`src/rtl/alu_seq_ctrl.sv`:
```
// alu_seq_ctrl: sequences single-pass, ADD32 and MUL16 commands onto a
// 74181-style 16-bit ALU. MUL16 is built only when ALU_SEQ_MUL_EN is defined.
module alu_seq_ctrl #(
   parameter logic [3:0] ADD_S     = 4'b1001,
   parameter logic       CARRY_LOW = 1'b1
) (
   input  logic        clk,
   input  logic        rst_n,
   input  logic        in_valid,
   output logic        in_ready,
   input  logic [1:0]  in_op,
   input  logic [31:0] in_a,
   input  logic [31:0] in_b,
   input  logic [3:0]  in_s,
   input  logic        in_m,
   input  logic        in_cin,
   output logic        rsp_valid,
   input  logic        rsp_ready,
   output logic [31:0] rsp_res,
   output logic        rsp_cout,
   output logic        rsp_err,
   output logic        busy,
   output logic [15:0] alu_a,
   output logic [15:0] alu_b,
   output logic [3:0]  alu_s,
   output logic        alu_m,
   output logic        alu_cin,
   input  logic [15:0] alu_o,
   input  logic        alu_cout
);

   localparam logic [2:0] S_IDLE = 3'd0;
   localparam logic [2:0] S_EXEC = 3'd1;
   localparam logic [2:0] S_ADDL = 3'd2;
   localparam logic [2:0] S_ADDH = 3'd3;
   localparam logic [2:0] S_DONE = 3'd5;
`ifdef ALU_SEQ_MUL_EN
   localparam logic [2:0] S_MUL  = 3'd4;
`endif

   logic [2:0]  state_q, state_d;
   logic [15:0] ahi_q, ahi_d;
   logic [15:0] bhi_q, bhi_d;
   logic [15:0] alu_a_q, alu_a_d;
   logic [15:0] alu_b_q, alu_b_d;
   logic [3:0]  alu_s_q, alu_s_d;
   logic        alu_m_q, alu_m_d;
   logic        alu_cin_q, alu_cin_d;
   logic        rsp_valid_q, rsp_valid_d;
   logic [31:0] rsp_res_q, rsp_res_d;
   logic        rsp_cout_q, rsp_cout_d;
   logic        rsp_err_q, rsp_err_d;
`ifdef ALU_SEQ_MUL_EN
   logic [15:0] acc_hi_q, acc_hi_d;
   logic [15:0] acc_lo_q, acc_lo_d;
   logic [3:0]  cnt_q, cnt_d;
   logic [16:0] sum17;
`endif

   // ALU carry-out seen as an active-high carry
   logic carry;
   assign carry = CARRY_LOW ? ~alu_cout : alu_cout;

   always_comb begin
      state_d     = state_q;
      ahi_d       = ahi_q;
      bhi_d       = bhi_q;
      alu_a_d     = alu_a_q;
      alu_b_d     = alu_b_q;
      alu_s_d     = alu_s_q;
      alu_m_d     = alu_m_q;
      alu_cin_d   = alu_cin_q;
      rsp_valid_d = rsp_valid_q;
      rsp_res_d   = rsp_res_q;
      rsp_cout_d  = rsp_cout_q;
      rsp_err_d   = rsp_err_q;
`ifdef ALU_SEQ_MUL_EN
      acc_hi_d    = acc_hi_q;
      acc_lo_d    = acc_lo_q;
      cnt_d       = cnt_q;
      sum17       = 17'h0;
`endif
      unique case (state_q)
         S_IDLE: begin
            if (in_valid) begin
               ahi_d = in_a[31:16];
               bhi_d = in_b[31:16];
               unique case (in_op)
                  2'b00: begin
                     state_d   = S_EXEC;
                     alu_a_d   = in_a[15:0];
                     alu_b_d   = in_b[15:0];
                     alu_s_d   = in_s;
                     alu_m_d   = in_m;
                     alu_cin_d = in_cin;
                  end
                  2'b01: begin
                     state_d   = S_ADDL;
                     alu_a_d   = in_a[15:0];
                     alu_b_d   = in_b[15:0];
                     alu_s_d   = ADD_S;
                     alu_m_d   = 1'b0;
                     alu_cin_d = CARRY_LOW;
                  end
`ifdef ALU_SEQ_MUL_EN
                  2'b10: begin
                     state_d   = S_MUL;
                     acc_hi_d  = 16'h0;
                     acc_lo_d  = in_a[15:0];
                     cnt_d     = 4'd0;
                     alu_a_d   = 16'h0;
                     alu_b_d   = in_b[15:0];
                     alu_s_d   = ADD_S;
                     alu_m_d   = 1'b0;
                     alu_cin_d = CARRY_LOW;
                  end
`endif
                  default: begin
                     state_d     = S_DONE;
                     rsp_valid_d = 1'b1;
                     rsp_err_d   = 1'b1;
                     rsp_res_d   = 32'h0;
                     rsp_cout_d  = 1'b0;
                  end
               endcase
            end
         end
         S_EXEC: begin
            state_d     = S_DONE;
            rsp_valid_d = 1'b1;
            rsp_err_d   = 1'b0;
            rsp_res_d   = {16'h0, alu_o};
            rsp_cout_d  = alu_cout;
         end
         S_ADDL: begin
            state_d   = S_ADDH;
            rsp_res_d = {16'h0, alu_o};
            alu_a_d   = ahi_q;
            alu_b_d   = bhi_q;
            alu_cin_d = CARRY_LOW ? ~carry : carry;
         end
         S_ADDH: begin
            state_d         = S_DONE;
            rsp_valid_d     = 1'b1;
            rsp_err_d       = 1'b0;
            rsp_res_d[31:16] = alu_o;
            rsp_cout_d      = carry;
         end
`ifdef ALU_SEQ_MUL_EN
         S_MUL: begin
            // one shift-add step: add mcand when the multiplier LSB is set
            sum17    = acc_lo_q[0] ? {carry, alu_o} : {1'b0, acc_hi_q};
            acc_hi_d = sum17[16:1];
            acc_lo_d = {sum17[0], acc_lo_q[15:1]};
            cnt_d    = cnt_q + 4'd1;
            alu_a_d  = sum17[16:1];
            if (cnt_q == 4'd15) begin
               state_d     = S_DONE;
               rsp_valid_d = 1'b1;
               rsp_err_d   = 1'b0;
               rsp_cout_d  = 1'b0;
               rsp_res_d   = {sum17, acc_lo_q[15:1]};
            end
         end
`endif
         S_DONE: begin
            if (rsp_ready) begin
               state_d     = S_IDLE;
               rsp_valid_d = 1'b0;
               rsp_err_d   = 1'b0;
            end
         end
         default: state_d = S_IDLE;
      endcase
   end

   always_ff @(posedge clk) begin
      if (!rst_n) begin
         state_q     <= S_IDLE;
         ahi_q       <= 16'h0;
         bhi_q       <= 16'h0;
         alu_a_q     <= 16'h0;
         alu_b_q     <= 16'h0;
         alu_s_q     <= 4'h0;
         alu_m_q     <= 1'b0;
         alu_cin_q   <= 1'b0;
         rsp_valid_q <= 1'b0;
         rsp_res_q   <= 32'h0;
         rsp_cout_q  <= 1'b0;
         rsp_err_q   <= 1'b0;
`ifdef ALU_SEQ_MUL_EN
         acc_hi_q    <= 16'h0;
         acc_lo_q    <= 16'h0;
         cnt_q       <= 4'd0;
`endif
      end else begin
         state_q     <= state_d;
         ahi_q       <= ahi_d;
         bhi_q       <= bhi_d;
         alu_a_q     <= alu_a_d;
         alu_b_q     <= alu_b_d;
         alu_s_q     <= alu_s_d;
         alu_m_q     <= alu_m_d;
         alu_cin_q   <= alu_cin_d;
         rsp_valid_q <= rsp_valid_d;
         rsp_res_q   <= rsp_res_d;
         rsp_cout_q  <= rsp_cout_d;
         rsp_err_q   <= rsp_err_d;
`ifdef ALU_SEQ_MUL_EN
         acc_hi_q    <= acc_hi_d;
         acc_lo_q    <= acc_lo_d;
         cnt_q       <= cnt_d;
`endif
      end
   end

   assign in_ready  = (state_q == S_IDLE) & rst_n;
   assign busy      = (state_q != S_IDLE);
   assign rsp_valid = rsp_valid_q;
   assign rsp_res   = rsp_res_q;
   assign rsp_cout  = rsp_cout_q;
   assign rsp_err   = rsp_err_q;
   assign alu_a     = alu_a_q;
   assign alu_b     = alu_b_q;
   assign alu_s     = alu_s_q;
   assign alu_m     = alu_m_q;
   assign alu_cin   = alu_cin_q;

endmodule

```
`config.mk`:
```
export PLATFORM = sky130hd
export DESIGN_NAME = alu_seq_ctrl
export DESIGN_NICKNAME = d
export VERILOG_FILES = /design/src/rtl/alu_seq_ctrl.sv
export SDC_FILE = /design/constraint.sdc
export NUM_CORES = 1
export LEC_CHECK = 0
export ABC_CLOCK_PERIOD_IN_PS = 2700
export CAP_MARGIN = 10
export CORE_MARGIN = 2
export CORE_UTILIZATION = 34
export CTS_CLUSTER_DIAMETER = 150
export DETAILED_ROUTE_END_ITERATION = 8
export HOLD_SLACK_MARGIN = 0.03
export PLACE_DENSITY = 0.65
export SLEW_MARGIN = 25
export SYNTH_ARGS = -nofsm -noshare
export SYNTH_HDL_FRONTEND = slang
export SYNTH_SLANG_ARGS = --single-unit
```
`constraint.sdc`:
```
create_clock -name clk -period 2.7 [get_ports clk]
set_clock_uncertainty 0.05 [all_clocks]
set_input_delay 0.405 -clock clk [delete_from_list [all_inputs] [get_ports clk]]
set_output_delay 0.405 -clock clk [all_outputs]
set_load 0.05 [all_outputs]
```
# Word level (Yosys, flattened, before mapping)
# Index checks and enable logic that the tools add are counted.
# op_classes
eq_ne,10
muxes,27
n_bitwise,2
n_reduce_logical,21
# ops
op,n
$pmux 16 s2,3
$mux 16,4
$mux 32,2
$pmux 16 s3,1
$reduce_and 3->1,6
$pmux 3 s4,1
$reduce_bool 3->1,4
$pmux 1 s3,3
$ne 2x2->1 const B,4
$pmux 4 s2,1
$eq 3x2->1 const B,2
$mux 1,6
$mux 3,2
$pmux 1 s2,3
$pmux 3 s2,1
$reduce_bool 2->1,3
$reduce_or 2->1,3
$reduce_and 2->1,2
$reduce_and 4->1,1
$eq 3x1->1 const B,1
$eq 3x3->1 const B,1
$logic_not 3->1,1
$ne 3x1->1 const B,1
$eq 2x1->1 const B,1
other kinds (3),3
# totals
ff_bits,108
input_bits,93
wordCells,73

# Depth between registers and ports, before layout
# logic_depth
depth_word,5
ltp_mapped,7

# Worst setup path after synthesis
# Ideal clock, no wire load.
# synth_path
path_type,register to output
startpoint,register state_q[0]
endpoint,output in_ready
t_arrival_ps,1963
t_required_ps,2245
slack_ps,282
stages_incl_launch_ff,5
n_path_buf,2
cell_sequence,dfxtp_1 -> buf_6 -> clkbuf_1 -> or3_1 -> nor2_1
# synth_between
elab_chain_len,2
# synth_rtl
element,line_no,text
from (decl),41,"logic [2:0] state_q, state_d;"
from (signal assigned),197,state_q <= state_d;
$logic_not 3->1,217,assign in_ready = (state_q == S_IDLE) & rst_n;
$and 1x1->1,217,
to (decl),10,"output logic in_ready,"
# Every way passes these cells.

# Worst setup path after layout
# layout_path
startpoint,register state_q[0]
endpoint,output busy
# layout_between
elab_chain_len,1
# layout_rtl
element,line_no,text
$reduce_bool 3->1,218,assign busy = (state_q != S_IDLE);
to (decl),22,"output logic busy,"
# Every way passes these cells.

==> results by group <==
Timing
  – Highest clock rate: 0.438 GHz
  – RSZ-0062 raised after global routing: no
  – Relative slew margins: 51.9%
  – Slew @ Worst Pin: 0.720 ns
  – Final worst path period share: 84.6%
  – Setup TNS: 0 ns
  – Final WS setup: 0.416 ns
  – Fin crit period: 2.28 ns
  – Endpoints failing hold: 0
  – Final Setup Violations: 0
  – Slew Viols, Final: 0

CTS
  – Post-CTS Setup Repair Bufs: 0
  – Resize count post-CTS: 0
  – CTS sink count: 108
  – Clock Path Buffers: 2
  – Clk Latency, worst-skew pair: 0.33 ns
  – Root Buffer: clkbuf_16
  – CTS tree: yes
  – CTS Hold Bufs: 0
  – Reg clk slew, reported paths: 0.07 ns
  – CTS buffer count: 9
  – H-tree levels: 3

Floorplanning
  – Die Ht: 115 µm
  – Initial Util: 34.8%
  – Row count: 40
  – Core area: 0.0120 mm²
  – Num ports: 168
  – Area of the die: 0.0132 mm²
  – Die W: 115 µm

Global routing
  – Met2 usage: 31.0%
  – Initial antenna violation count: 0
  – First-pass GRT wire length: 19.4 mm
  – Grt peak-use layer: met2
  – Total grt overflow: 0
  – GR Util All Layers: 18.5%
  – Vias in the first global route: 3,903
  – M3 GR Usage: 4.27%
  – GRT met1 Usage: 23.8%
  – Largest net degree at the start of global routing: 59

Finish
  – Share of cells above drive strength 1: 6.23%
  – Final nets: 731
  – Antenna Cells: 0
  – Synth-to-layout area growth: 50.0%
  – Final instance count without filler cells: 789

Detailed routing
  – Detail Route Antenna Nets: 0
  – Total number of vias: 3,891
  – Routed length per instance: 15.6 µm
  – Avg Vias per Cell: 4.93
  – Routed wire length: 12.3 mm
  – DRC: 0
  – DR pass1 iterations: 4
  – Number of DRC markers in iteration 0: 144

Logic synthesis
  – Unique masters post-synth: 41
  – Mapped Nets: 578
  – Ys flop type: dfxtp_1
  – Top cell type's share of synthesized area: 51.7%
  – Area leader, netlist: dfxtp_1
  – Fraction of registers with async set/reset: 0%
  – Syn Area/Cell: 8.62 µm²
  – Synth Instances: 485
  – Most frequent cell after synthesis: dfxtp_1
  – Top post-synthesis cells by area: dfxtp_1, a21oi_1, nand2_1, mux2i_1, o21ai_0
  – Synth Cell Area: 0.00418 mm²
  – Synth cell count leaders: dfxtp_1, nand2_1, a21oi_1, o21ai_0, mux2i_1
  – Synth warn: 0
  – Yosys reg bits: 108
  – Post-synth EDFFs: 0
  – Post-synthesis sequential area ratio: 51.7%

Critical path
  – Crit. End Element: primary output
  – Required time worst endpoint: 2.25 ns
  – CP Class: flop to primary output
  – WP data arrival: 1.83 ns
  – Crit-path max cell delay: 0.75 ns
  – Worst path cell trace: or3_1, clkdlybuf4s50_1
  – Critical path fanouts, max: 3
  – Crit start category: flop
  – Slowest CP cell: clkdlybuf4s50_1

Pwr
  – Clock Power Share: 31.4%
  – Switch Pwr: 1.31 mW
  – Sw Share: 31.6%
  – Peak VDD IR: 0.341 mV
  – Sequential power share: 42.9%
  – Leakage: 2.50 nW
  – Total power divided by cell area: 663 mW/mm²
  – Part of the power in combinational logic: 25.7%
  – Internal power: 2.85 mW

Worst hold path
  – Min-Delay Path Class: flop to flop

Outcome
  – Status: completed

Place
  – Final HPWL DP: 8.67 mm
  – DP Cell Count: 774
  – Pre-CTS WS: 0.281 ns
  – Port bufs: 167
  – Gpl congestion: 0.806

Run
  – MaxCap Viol Count: 0
==> cells by family after synthesis <==
| kind of cell | synth area share [%] |
|---|---|
| xor gates and xnor gates | 0.419 |
| muxes | 7.66 |
| buffers and inverters | 4.85 |
| and+or+nand+nor | 15.1 |
| AOI/OAI and AO/OA | 20.2 |
| DFF | 51.7 |
==> power groups by stage <==
stage | clock, mW | sequential (mW) | combinational [mW]
global placement | 0 | 1.82 | 1.06
finish | 1.31 | 1.78 | 1.07
CTS | 1.35 | 1.79 | 1.08
global route | 1.42 | 1.80 | 1.14
detailed placement | 0 | 1.82 | 1.07
floorplan | 0 | 2.11 | 0.352
==> registers in the layout, indices dropped and copies added (netlist names) <==
name,cells
rsp_cout,1
rsp_res,32
ahi_q,16
alu_s,4
alu_cin,1
rsp_valid,1
rsp_err,1
alu_m,1
state_q,3
alu_b,16
alu_a,16
bhi_q,16
==> final cells by class <==
type,count,area (µm²)
inverter,4,15.0
clock buffer,9,225
tap,147,184
clock inverter,6,66.3
fill,1145,5740
multi-input combinational,335,1820
sequential,108,2160
timing repair buffer,180,1790
==> worst paths after layout <==
kind,start,endpoint,slack [ns],depth (start not counted)
max,state_q[0]$_SDFFE_PN0P_,busy,0.42,2
min,ahi_q[3]$_SDFFE_PN0P_,ahi_q[3]$_SDFFE_PN0P_,0.40,2
max reg2reg,state_q[0]$_SDFFE_PN0P_,alu_b[3]$_SDFFE_PN0P_,0.93,6
min reg2reg,ahi_q[3]$_SDFFE_PN0P_,ahi_q[3]$_SDFFE_PN0P_,0.40,2
==> cells in the final DEF, fill, tap and decap left out, types with 2 or more instances in the layout <==
cell type,count
clkdlybuf4s50_1,166
dfxtp_1,108
nand2_1,106
a21oi_1,90
o21ai_0,35
mux2i_1,32
nor2_1,21
a22oi_1,16
buf_4,12
clkbuf_16,9
nand3b_1,4
inv_1,3
o21ai_1,3
clkinvlp_4,3
nor2_2,2
nand2_2,2
nand2b_1,2
buf_12,2
==> through the flow <==
| stage | hold WS, ns | util, % | instance area [µm²] | power (mW) |
|---|---|---|---|---|
| floorplan | 0.386 | - | 4180 | 2.47 |
| global placement | 0.391 | 49.7 | 5970 | 2.88 |
| detailed placement | 0.397 | 49.7 | 5970 | 2.89 |
| CTS | 0.407 | 52.2 | 6270 | 4.21 |
| global route | 0.421 | 52.2 | 6270 | 4.36 |
| finish | 0.404 | 52.2 | 6270 | 4.16 |
==> worst max-delay path, delay by kind of cell (launching register included) <==
family                 cells  cell delay, ns
DFF                        1            0.31
and+or+nand+nor            1            0.43
buffers and inverters      1            0.75
==> per-layer routing <==
| metal | wire length [µm] | vias to the layer above |
|---|---|---|
| met2 | 6010 | 105 |
| met3 | 615 | 12 |
| met1 | 5460 | 1814 |
| met4 | 203 | 0 |
| li1 | - | 1960 |
| met5 | 0 | - |
Power figures use the tool's default switching activity.
==> RTL edit: new RTL, same flow settings <==
Reset style: asynchronous (`rst_n`), changed in one clocked block.
--- a/src/rtl/alu_seq_ctrl.sv
+++ b/src/rtl/alu_seq_ctrl.sv
@@ -175,5 +175,5 @@
    end
 
-   always_ff @(posedge clk) begin
+   always_ff @(posedge clk or negedge rst_n) begin
       if (!rst_n) begin
          state_q     <= S_IDLE;
Behaviour: differs if rst_n is asserted again (counterexample within 4 cycles, from zero or initial values and one cycle with rst_n low); with rst_n held inactive, the same outputs for 4 cycles.
==> RTL edit against the original RTL <==
Die area up 9.3%. Sequential cell count unchanged. Setup slack worse by 0.14 ns. Wire length down 10%. Synthesized area up 9.7%. Design area up 6.8%.
Power is not compared: it rests on default switching activity, and its combinational part moved more than twofold at a synthesized area within 25%.
==> RTL edit: results (changes against the original RTL) <==
R2R Path Start state_q[1]; Netlist cell types 37 (-9.8%); Synth Flop Type dfrtp_1; fin cells 654 (-17%); Iteration-0 DRC Markers 140 (-2.8%); Placed Cells 638 (-18%); largest net degree at the start of global routing 109 (+85%); run status finished clean; Post-synth top cells dfrtp_1 (108), mux2_2 (93), a22o_1 (32); first-pass GRT wire length 17500 µm (-9.5%); layout cells sized above 1 27.0% (+21 points); post-synthesis compound-gate area fraction 8.63% (-12 points); Mapped Cells 309 (-36%); WHS 0.0651 ns (-0.339 ns); Area contributors post-synth dfrtp_1 (59%), mux2_2 (23%), a22o_1 (6.1%), mux2_4 (1.6%), buf_6 (1.5%); GPL Wtd Cong 0.694 (-14%); Async S/R FF share, synth 100% (+100 points); R2R Setup Slk 0.68 ns (-0.25 ns); Worst Path Arrival 1.97 ns (+0.14 ns); CP Max Fanout 13 (+10); Min-Delay Path Class in -> async; Via-to-Cell Ratio 4.78 (-3.0%); gr usage total 15.6% (-2.9 points); Worst R2R Path Depth 4 (-2); max incr delay on CP 0.79 ns (+0.04 ns); Final #Nets 566 (-23%); Slew HR 47.4% (-4.6 points); number of global-route vias before repair 3326 (-15%); mux share of post-synthesis cell area 24.7% (+17 points); XOR/XNOR Fraction of Synth Area 0.382% (-0.037 points)
RTL edit: cell type report:
| cell class | instances | area [µm²] |
|---|---|---|
| Clock buffer | 10 | 229 |
| Clock inverter | 6 | 48.8 |
| Fill cell | 1132 | 6490 |
| Inverter | 3 | 11.3 |
| Multi-Input combinational cell | 178 | 1720 |
| Sequential cell | 108 | 2700 |
| Tap cell | 176 | 220 |
| Timing Repair Buffer | 173 | 1760 |
RTL edit: cell families (layout without fill, tap and decap cells):
family / count (synthesis) / in the layout
buffers and inverters: 23 / 192
and+or+nand+nor: 27 / 27
DFF: 108 / 108
xor gates and xnor gates: 2 / 2
muxes: 99 / 99
AOI/OAI and AO/OA: 50 / 50
RTL edit: worst max-delay path by stage:
stage          startpoint  slack, ns   endpoint
6_report       state_q[0]       0.28       busy
5_1_grt        state_q[0]       0.20       busy
4_1_cts        state_q[0]       0.25       busy
3_5_place_dp     in_valid       0.40   alu_a[1]
3_3_place_gp     in_valid       0.45  alu_a[10]
2_1_floorplan  state_q[0]       0.83   alu_a[5]
RTL edit: per-stage QoR:
stage                     util (%)  worst slack [ns]  cell area, µm²
after global placement        48.7             0.454            6420
after global routing          50.8             0.197            6700
after floorplan                  -             0.831            4580
final                         50.8             0.276            6700
after detailed placement      48.7             0.398            6420
after CTS                     50.8             0.251            6700
RTL edit: power by group:
part           switching (mW)  internal (mW)
logic                    2.37           1.63
registers               0.431           2.32
clock network           0.611          0.637
RTL edit: worst max-delay path: cells and delay by family (launching register included):
family | cells | cell delay [ns]
DFF | 1 | 0.66
and+or+nand+nor | 1 | 0.09
buffers and inverters | 2 | 0.87
RTL edit: metal layers:
layer,vias to the layer above,global-route usage [%],routed length (µm)
met5,-,0,0
met4,0,6.10,157
met3,15,3.66,655
met2,102,25.2,5430
met1,1563,20.4,4820
li1,1447,-,-
